<file path="src/rtl/pipe_stage_reg.sv">
// pipe_stage_reg: generic pipeline stage register with valid/ready handshake, flush and optional skid buffer
module pipe_stage_reg #(
    parameter int DATA_W = 64,
    parameter int CTRL_W = 3,
    parameter int SKID   = 0
) (
    input  logic              clk_i,
    input  logic              rst_n_i,
    input  logic              flush_i,
    input  logic              valid_i,
    output logic              ready_o,
    input  logic [DATA_W-1:0] data_i,
    input  logic [CTRL_W-1:0] ctrl_i,
    output logic              valid_o,
    input  logic              ready_i,
    output logic [DATA_W-1:0] data_o,
    output logic [CTRL_W-1:0] ctrl_o
);
    logic              w_valid;
    logic              w_in;
    logic              w_out;
    logic [DATA_W-1:0] r_data;
    logic [CTRL_W-1:0] r_ctrl;

    assign w_in    = valid_i & ready_o;
    assign w_out   = w_valid & ready_i;
    assign valid_o = w_valid;
    assign data_o  = r_data;
    // a bubble must never present write enables downstream
    assign ctrl_o  = w_valid ? r_ctrl : '0;

    generate
        if (SKID == 0) begin : g_single
            logic r_valid;
            assign w_valid = r_valid;
            assign ready_o = ~flush_i & (ready_i | ~r_valid);
            always_ff @(posedge clk_i or negedge rst_n_i) begin
                if (!rst_n_i) begin
                    r_valid <= 1'b0;
                    r_data  <= '0;
                    r_ctrl  <= '0;
                end else if (flush_i) begin
                    r_valid <= 1'b0;
                    r_ctrl  <= '0;
                end else if (w_in) begin
                    r_valid <= 1'b1;
                    r_data  <= data_i;
                    r_ctrl  <= ctrl_i;
                end else if (w_out) begin
                    r_valid <= 1'b0;
                end
            end
        end else begin : g_skid
            typedef enum logic [1:0] {EMPTY, ONE, FULL} state_t;
            state_t            r_state;
            state_t            w_next;
            logic              w_load_main;
            logic              w_load_skid;
            logic              w_pop_skid;
            logic [DATA_W-1:0] r_skid_data;
            logic [CTRL_W-1:0] r_skid_ctrl;
            assign w_valid = (r_state != EMPTY);
            // ready depends only on state, so no path from ready_i to ready_o
            assign ready_o = ~flush_i & (r_state != FULL);
            always_ff @(posedge clk_i or negedge rst_n_i) begin
                if (!rst_n_i) begin
                    r_state <= EMPTY;
                end else begin
                    r_state <= w_next;
                end
            end
            always_comb begin
                w_next      = r_state;
                w_load_main = 1'b0;
                w_load_skid = 1'b0;
                w_pop_skid  = 1'b0;
                case (r_state)
                    EMPTY: begin
                        if (w_in) begin
                            w_next      = ONE;
                            w_load_main = 1'b1;
                        end
                    end
                    ONE: begin
                        if (w_in) begin
                            w_load_main = w_out;
                            w_load_skid = ~w_out;
                            w_next      = w_out ? ONE : FULL;
                        end else if (w_out) begin
                            w_next = EMPTY;
                        end
                    end
                    FULL: begin
                        if (w_out) begin
                            w_next     = ONE;
                            w_pop_skid = 1'b1;
                        end
                    end
                    default: w_next = EMPTY;
                endcase
                if (flush_i) w_next = EMPTY;
            end
            always_ff @(posedge clk_i or negedge rst_n_i) begin
                if (!rst_n_i) begin
                    r_data      <= '0;
                    r_ctrl      <= '0;
                    r_skid_data <= '0;
                    r_skid_ctrl <= '0;
                end else if (flush_i) begin
                    r_ctrl      <= '0;
                    r_skid_ctrl <= '0;
                end else if (w_load_main) begin
                    r_data <= data_i;
                    r_ctrl <= ctrl_i;
                end else if (w_load_skid) begin
                    r_skid_data <= data_i;
                    r_skid_ctrl <= ctrl_i;
                end else if (w_pop_skid) begin
                    r_data      <= r_skid_data;
                    r_ctrl      <= r_skid_ctrl;
                    r_skid_data <= '0;
                    r_skid_ctrl <= '0;
                end
            end
        end
    endgenerate
endmodule

</file>
<file path="config.mk">
export PLATFORM = sky130hd
export DESIGN_NAME = pipe_stage_reg
export DESIGN_NICKNAME = d
export VERILOG_FILES = /design/src/rtl/pipe_stage_reg.sv
export SDC_FILE = /design/constraint.sdc
export NUM_CORES = 1
export LEC_CHECK = 0
export ABC_AREA = 0
export CAP_MARGIN = 5
export CORE_ASPECT_RATIO = 1.4
export CORE_MARGIN = 4
export CORE_UTILIZATION = 41
export DETAILED_ROUTE_END_ITERATION = 7
export HOLD_SLACK_MARGIN = 0.05
export PLACE_DENSITY = 0.81
export SLEW_MARGIN = 5
export SYNTH_ARGS = -nofsm -noshare
export SYNTH_HDL_FRONTEND = slang
export SYNTH_SLANG_ARGS = --single-unit
</file>
<file path="constraint.sdc">
create_clock -name clk_i -period 1.58 [get_ports clk_i]
set_input_delay 0.316 -clock clk_i [delete_from_list [all_inputs] [get_ports clk_i]]
set_output_delay 0.316 -clock clk_i [all_outputs]
set_load 0.05 [all_outputs]
</file>
==> results by group, run 1 <==
Setup path
  • Critical Path End Type: flip-flop
  • WS Path Type: reg -> reg
  • Critical path arrival: 1.79 ns
  • Reg-to-Reg Start: valid_o$_DFFE_PN0P_
  • CP Data Required Time: 1.79 ns
  • Crit Path Max Fanout: 14
  • CP startpoint kind: flip-flop
  • Crit path launch: valid_o$_DFFE_PN0P_

Routing
  • First-pass iteration count of the detailed router: 5
  • Antenna Nets Post-Route: 0
  • Initial drt markers: 47
  • Via density: 4.40
  • Total number of vias: 1845
  • Final wirelength: 6640 µm
  • DRC Markers: 0
  • Wire length per cell: 15.8 µm

Cells and area
  • Layout area overhead: 60.1%
  • Nets: 391
  • Share of layout cells above drive strength 1: 0.537
  • Layout Utilization: 0.675
  • Antenna Cells: 0

Global routing
  • First-pass GRT wire length: 10300 µm
  • Initial antenna violation count: 0
  • Largest net degree at the start of global routing: 69
  • Vias in the first global route: 2034
  • Gr ovfl total: 0
  • Gr usage total: 0.159

Clock tree
  • Clock Tree Buf Depth: 2
  • CTS H-Tree Depth: 3
  • Clock tree from TritonCTS: done
  • Clk root buf: clkbuf_8
  • TritonCTS Buffers: 9
  • Sink Count: 68
  • Worst skew pair latency: 0.33 ns
  • Reg clk slew, reported paths: 0.08 ns

Placement
  • Dpl hpwl: 5000 µm
  • PortBufs: 140
  • Final GP Congestion: 0.697

Synth
  • Top FF cell, synth: dfrtp_1
  • Post-synthesis register bit count: 68
  • Synthesized net count: 230
  • Post-synth EDFFs: 0
  • Synth top area cells: dfrtp_1, mux2_4, buf_12
  • Mapped cell area: 0.00292 mm²
  • Most instantiated library cell after synthesis: dfrtp_1
  • Synth Instances: 158
  • Synth Warn #: 0
  • Post-synth top area share: 0.582
  • Synth area leader: dfrtp_1
  • FFs w/ async S/R, synth: 1.00
  • Post-synthesis cell type count: 12
  • Top post-synthesis cells by count: dfrtp_1, mux2_4, buf_12, nand2b_1, mux2_2
  • Post-Syn Area per Cell: 18.5 µm²
  • Sequential element share of the synthesized area: 0.582

Timing
  • Finish-stage setup viols: 0
  • Tightest Pin Transition: 0.363 ns
  • Final worst path period need: 1.58 ns
  • RSZ-0062 raised after global routing: yes
  • Rel. slew slack: 0.758
  • Tcrit/Tclk final: 0.998
  • Maximum achievable frequency: 0.634 GHz
  • Worst hold margin: 0.513 ns
  • Setup Skew: 0.00686 ns
  • Final hold violation count: 0
  • Slew Viols, Final: 0

Die
  • Horiz. Die Dim: 79.4 µm
  • Die Y: 108 µm
  • IO Count: 141
  • DIE AREA: 0.00857 mm²
  • Initial Utilization: 0.422
  • Core ar.: 0.00694 mm²
  • Rows: 36

Pwr
  • Worst VDD drop: 0.000994 V
  • Power density over the cells: 1380 mW/mm²
  • Static leakage: 2.20 nW

Hold path
  • Hold_sp: data_o[50]$_DFFE_PN0P_
  • HP Class: reg -> reg

Run status
  • Status: complete, no violations

Job
  • Max-Cap Viols: 0
==> final timing paths <==
check	endpoint	slack (ns)	cells past startpoint
worst min-delay path	data_o[50]$_DFFE_PN0P_	0.51	1
worst max register to register	data_o[57]$_DFFE_PN0P_	0.003	5
min in group asynchronous	data_o[48]$_DFFE_PN0P_	0.52	3
worst min register to register	data_o[50]$_DFFE_PN0P_	0.51	1
worst max-delay path	data_o[57]$_DFFE_PN0P_	0.003	5
max in group asynchronous	valid_o$_DFFE_PN0P_	0.74	3
==> flip-flops by register name (all words and copies together), names as in the netlist <==
| name | cells |
|---|---|
| r_ctrl | 3 |
| valid_o | 1 |
| data_o | 64 |
==> power breakdown <==
| part | switching [mW] | internal [mW] |
|---|---|---|
| Clock | 0.689 | 1.22 |
| Combinational | 1.38 | 0.979 |
| Sequential | 0.168 | 2.03 |
==> cell type report <==
class,instances,area [µm²]
Clock inverter,7,146
Tap cell,95,119
Clock buffer,9,124
Fill cell,517,2260
Timing Repair Buffer,158,1490
Sequential cell,68,1700
Multi-Input combinational cell,82,1090
==> kinds of logic after synthesis <==
group | Yosys count | synth area share
simple gates | 15 | 0.0355
buf+inv | 8 | 0.0488
flops | 68 | 0.582
mux | 67 | 0.334
==> worst max-delay path, cell delays in order, from the launching register on <==
cell and delay [ns]:
dfrtp_2 0.41, nor2b_4 0.14, nor3b_4 0.22, buf_4 0.20, buf_12 0.17, mux2_4 0.31
==> stage by stage <==
stage	TNS (ns)	setup WS (ns)	power [mW]	instances	cell area, µm²
floorplan	-2.47	-0.0412	3.75	158	2930
global placement	-17.97	-0.328	4.56	401	4380
detailed placement	-18.70	-0.332	4.59	401	4380
CTS	-0.0167	-0.0167	6.54	419	4680
global route	-1.69	-0.0569	6.72	419	4680
finish	0	0.00340	6.46	419	4680
==> cells in the final DEF (no fill, tap or decap), types with 2 or more instances in the layout <==
cell type / n
nor2_1: 2
mux2_2: 4
buf_6: 2
clkdlybuf4s50_1: 70
dfrtp_1: 67
bufinv_16: 4
inv_6: 2
clkbuf_8: 9
and2_2: 2
mux2i_1: 3
buf_4: 74
buf_12: 10
nand2b_1: 6
mux2_4: 60
==> per-layer routing <==
layer	track usage	routed length [µm]	vias to the layer above
li1	-	-	865
met1	0.183	2470	894
met2	0.273	3580	75
met3	0.0486	476	11
met4	0.0663	114	0
met5	0	0	-
==> what timing repair did <==
| action | CTS | global route |
|---|---|---|
| endpoints found under the hold margin | 68 | 0 |
| pin swaps | 1 | 1 |
| hold buffers | 1 | 0 |
| buffers inserted | 1 | 0 |
| gates resized for setup | 3 | 1 |
| setup endpoints to repair | 2 | 51 |
Note: power is estimated with default switching activity, not from simulation.
==> run 2: changes to the inputs <==
--- a/config.mk
+++ b/config.mk
@@ -8,7 +8,6 @@
 export ABC_AREA = 0
 export CAP_MARGIN = 5
 export CORE_ASPECT_RATIO = 1.4
-export CORE_MARGIN = 4
 export CORE_UTILIZATION = 41
 export DETAILED_ROUTE_END_ITERATION = 7
 export HOLD_SLACK_MARGIN = 0.05
==> results by group, run 2 (same netlist as run 1, synthesis figures left out) <==
Run status
  • Status: complete, no violations

Pwr
  • Power density over the cells: 1270 mW/mm² (-8.0%)
  • Clk network pwr share: 0.213 (-0.083)
  • Static leakage: 2.13 nW (-2.9%)
  • Flop pwr share: 0.380 (+0.040)
  • Pwr Total: 5.78 mW (-11%)
  • Logic pwr share: 0.406 (+0.042)
  • Sw Ratio: 0.368 (+0.0227)
  • Worst VDD drop: 0.000710 V (-29%)
  • Net Switching: 2.13 mW (-4.6%)
  • Internal: 3.65 mW (-14%)

Routing
  • DRC Markers: 0 (unchanged)
  • Total number of vias: 1856 (+0.60%)
  • Wire length per cell: 15.0 µm (-5.6%)
  • Final wirelength: 6190 µm (-6.7%)
  • Via density: 4.48 (+1.8%)
  • First-pass iteration count of the detailed router: 4 (-1)
  • Initial drt markers: 56 (+19%)
  • Antenna Nets Post-Route: 0 (unchanged)

Global routing
  • Gr usage total: 0.170 (+0.0106)
  • Initial antenna violation count: 0 (unchanged)
  • Largest net degree at the start of global routing: 53 (-23%)
  • Vias in the first global route: 1840 (-9.5%)
  • First-pass GRT wire length: 9260 µm (-10%)
  • Gr ovfl total: 0 (unchanged)

Setup path
  • Worst r2r path cells: 5 (unchanged)
  • Slowest CP cell: clkdlybuf4s50_1
  • Cell Chain, Critical Path: clkdlybuf4s50_1 > nor2b_4 > buf_6 > nor2_4 > buf_12
  • WS Path Type: in -> out
  • CP startpoint kind: input pin
  • R2R Path End: data_o[50]$_DFFE_PN0P_
  • Reg-to-Reg Start: valid_o$_DFFE_PN0P_
  • CP Data Required Time: 1.26 ns (-0.53 ns)
  • CP max stage delay: 0.50 ns (+0.09 ns)
  • Crit Path Max Fanout: 2 (-12)
  • R2R setup slack: 0.03 ns (+0.03 ns)
  • Crit path launch: ready_i
  • Critical path arrival: 1.25 ns (-0.54 ns)
  • Worst Setup EP: ready_o
  • Critical Path End Type: output pin

Timing
  • Setup WS post-layout: 0.0181 ns (+0.0147 ns)
  • Rel. slew slack: 0.815 (+0.0572)
  • Final hold violation count: 0 (unchanged)
  • Finish-stage setup viols: 0 (unchanged)
  • Slew Viols, Final: 0 (unchanged)
  • RSZ-0062 raised after global routing: yes
  • Final worst path period need: 1.56 ns (-0.0147 ns)
  • Tightest Pin Transition: 0.277 ns (-0.0859 ns)
  • Maximum achievable frequency: 0.640 GHz (+0.94%)
  • Setup Skew: 0.00556 ns (-0.00130 ns)
  • Tcrit/Tclk final: 0.989 (-0.00929)

Placement
  • Placed insts: 397 (-1.0%)
  • Dpl hpwl: 4540 µm (-9.3%)
  • Place WS: -0.353 ns (-0.0213 ns)
  • Post-DP Area: 0.00435 mm² (-0.69%)
  • Final GP Congestion: 0.714 (+2.4%)
  • PortBufs: 140 (unchanged)

Clock tree
  • Reg clk slew, reported paths: 0.06 ns (-0.02 ns)
  • Clock Tree Buf Depth: 2 (unchanged)
  • Clock tree from TritonCTS: done
  • Sink Count: 68 (unchanged)
  • TritonCTS Buffers: 9 (unchanged)
  • CTS H-Tree Depth: 3 (unchanged)
  • Clk root buf: clkbuf_8
  • Worst skew pair latency: 0.33 ns (about the same)

Die
  • Die Y: 102 µm (-5.6%)
  • Core ar.: 0.00694 mm² (unchanged)
  • Rows: 36 (unchanged)
  • IO Count: 141 (unchanged)
  • DIE AREA: 0.00748 mm² (-13%)
  • Initial Utilization: 0.422 (unchanged)
  • Horiz. Die Dim: 73.4 µm (-7.6%)

Cells and area
  • Most frequent cells in the layout: clkdlybuf4s50_1, buf_4, dfrtp_1
  • Antenna Cells: 0 (unchanged)
  • Layout area overhead: 55.7%
  • Filler cells: 530 (+2.5%)
  • Layout Utilization: 0.656 (-0.0186)
  • Fin cells: 414 (-1.2%)
  • Most common cell after layout, fill and taps aside: clkdlybuf4s50_1
  • Post-route cell area: 0.00455 mm² (-2.8%)
  • Number of flip-flops in the largest register: 64 (unchanged)
  • Share of layout cells above drive strength 1: 0.524 (-0.0135)
  • Nets: 387 (-1.0%)

Job
  • Max-Cap Viols: 0 (unchanged)

Hold path
  • HP Class: reg -> reg
  • Hold path depth: 1 (unchanged)
-- run 2: changes by cell type in the layout (fill, tap and decap cells not counted), sizes merged --
| cell | change |
|---|---|
| buf | -4 |
| bufinv | -4 |
| clkbuf | +4 |
| inv | -2 |
| clkinv | +1 |
-- run 2: worst min path at each step --
| stage | from | endpoint | slack [ns] |
|---|---|---|---|
| global route | data_o[54]$_DFFE_PN0P_ | data_o[54]$_DFFE_PN0P_ | 0.52 |
| detailed placement | rst_n_i | data_o[49]$_DFFE_PN0P_ | 0.33 |
| floorplan | rst_n_i | data_o[0]$_DFFE_PN0P_ | 0.02 |
| CTS | rst_n_i | data_o[49]$_DFFE_PN0P_ | 0.49 |
| global placement | rst_n_i | data_o[49]$_DFFE_PN0P_ | 0.32 |
| finish | data_o[34]$_DFFE_PN0P_ | data_o[34]$_DFFE_PN0P_ | 0.51 |
-- run 2: layout make-up --
cell class	instances	area [µm²]	area share
well taps	95	119	0.0261
flip-flops and latches	68	1700	0.374
multi-input cells	82	1090	0.240
clock buffers	13	159	0.0349
clock inverters	2	10.0	0.00220
repair buffers	154	1470	0.322
-- run 2: timing repair --
action / CTS / global route
gates resized for setup: 3 / 1
pin swaps: 0 / 1
hold buffers: 1 / 0
endpoints found under the setup margin: 2 / 17
buffers inserted: 0 / 1
endpoints found under the hold margin: 68 / 0
-- run 2: layer usage --
metal  track usage  share of wire  up-vias
met5             0              0        -
met1         0.205           0.41      914
met2         0.273           0.50       78
met4        0.0888          0.016        0
li1              -              -      856
met3        0.0513          0.073        8
-- run 2: metrics by stage --
step / hold slack (ns) / TNS (ns)
after floorplan: 0.0204 / -2.47
after global placement: 0.321 / -18.46
after detailed placement: 0.326 / -19.59
after CTS: 0.488 / -0.0147
after global routing: 0.519 / -0.192
final: 0.511 / 0
-- run 2: critical path: cells and delay by family --
kind | cells | cell delay, ns
buffers and inverters | 3 | 0.76
and+or+nand+nor | 2 | 0.17
-- run 2: power groups by stage --
stage | Sequential, mW | Combinational, mW | Clock [mW]
after floorplan | 3.21 | 0.541 | 0
after global placement | 2.22 | 2.33 | 0
after detailed placement | 2.23 | 2.36 | 0
after CTS | 2.20 | 2.37 | 1.28
after global routing | 2.23 | 2.44 | 1.36
final | 2.20 | 2.35 | 1.23
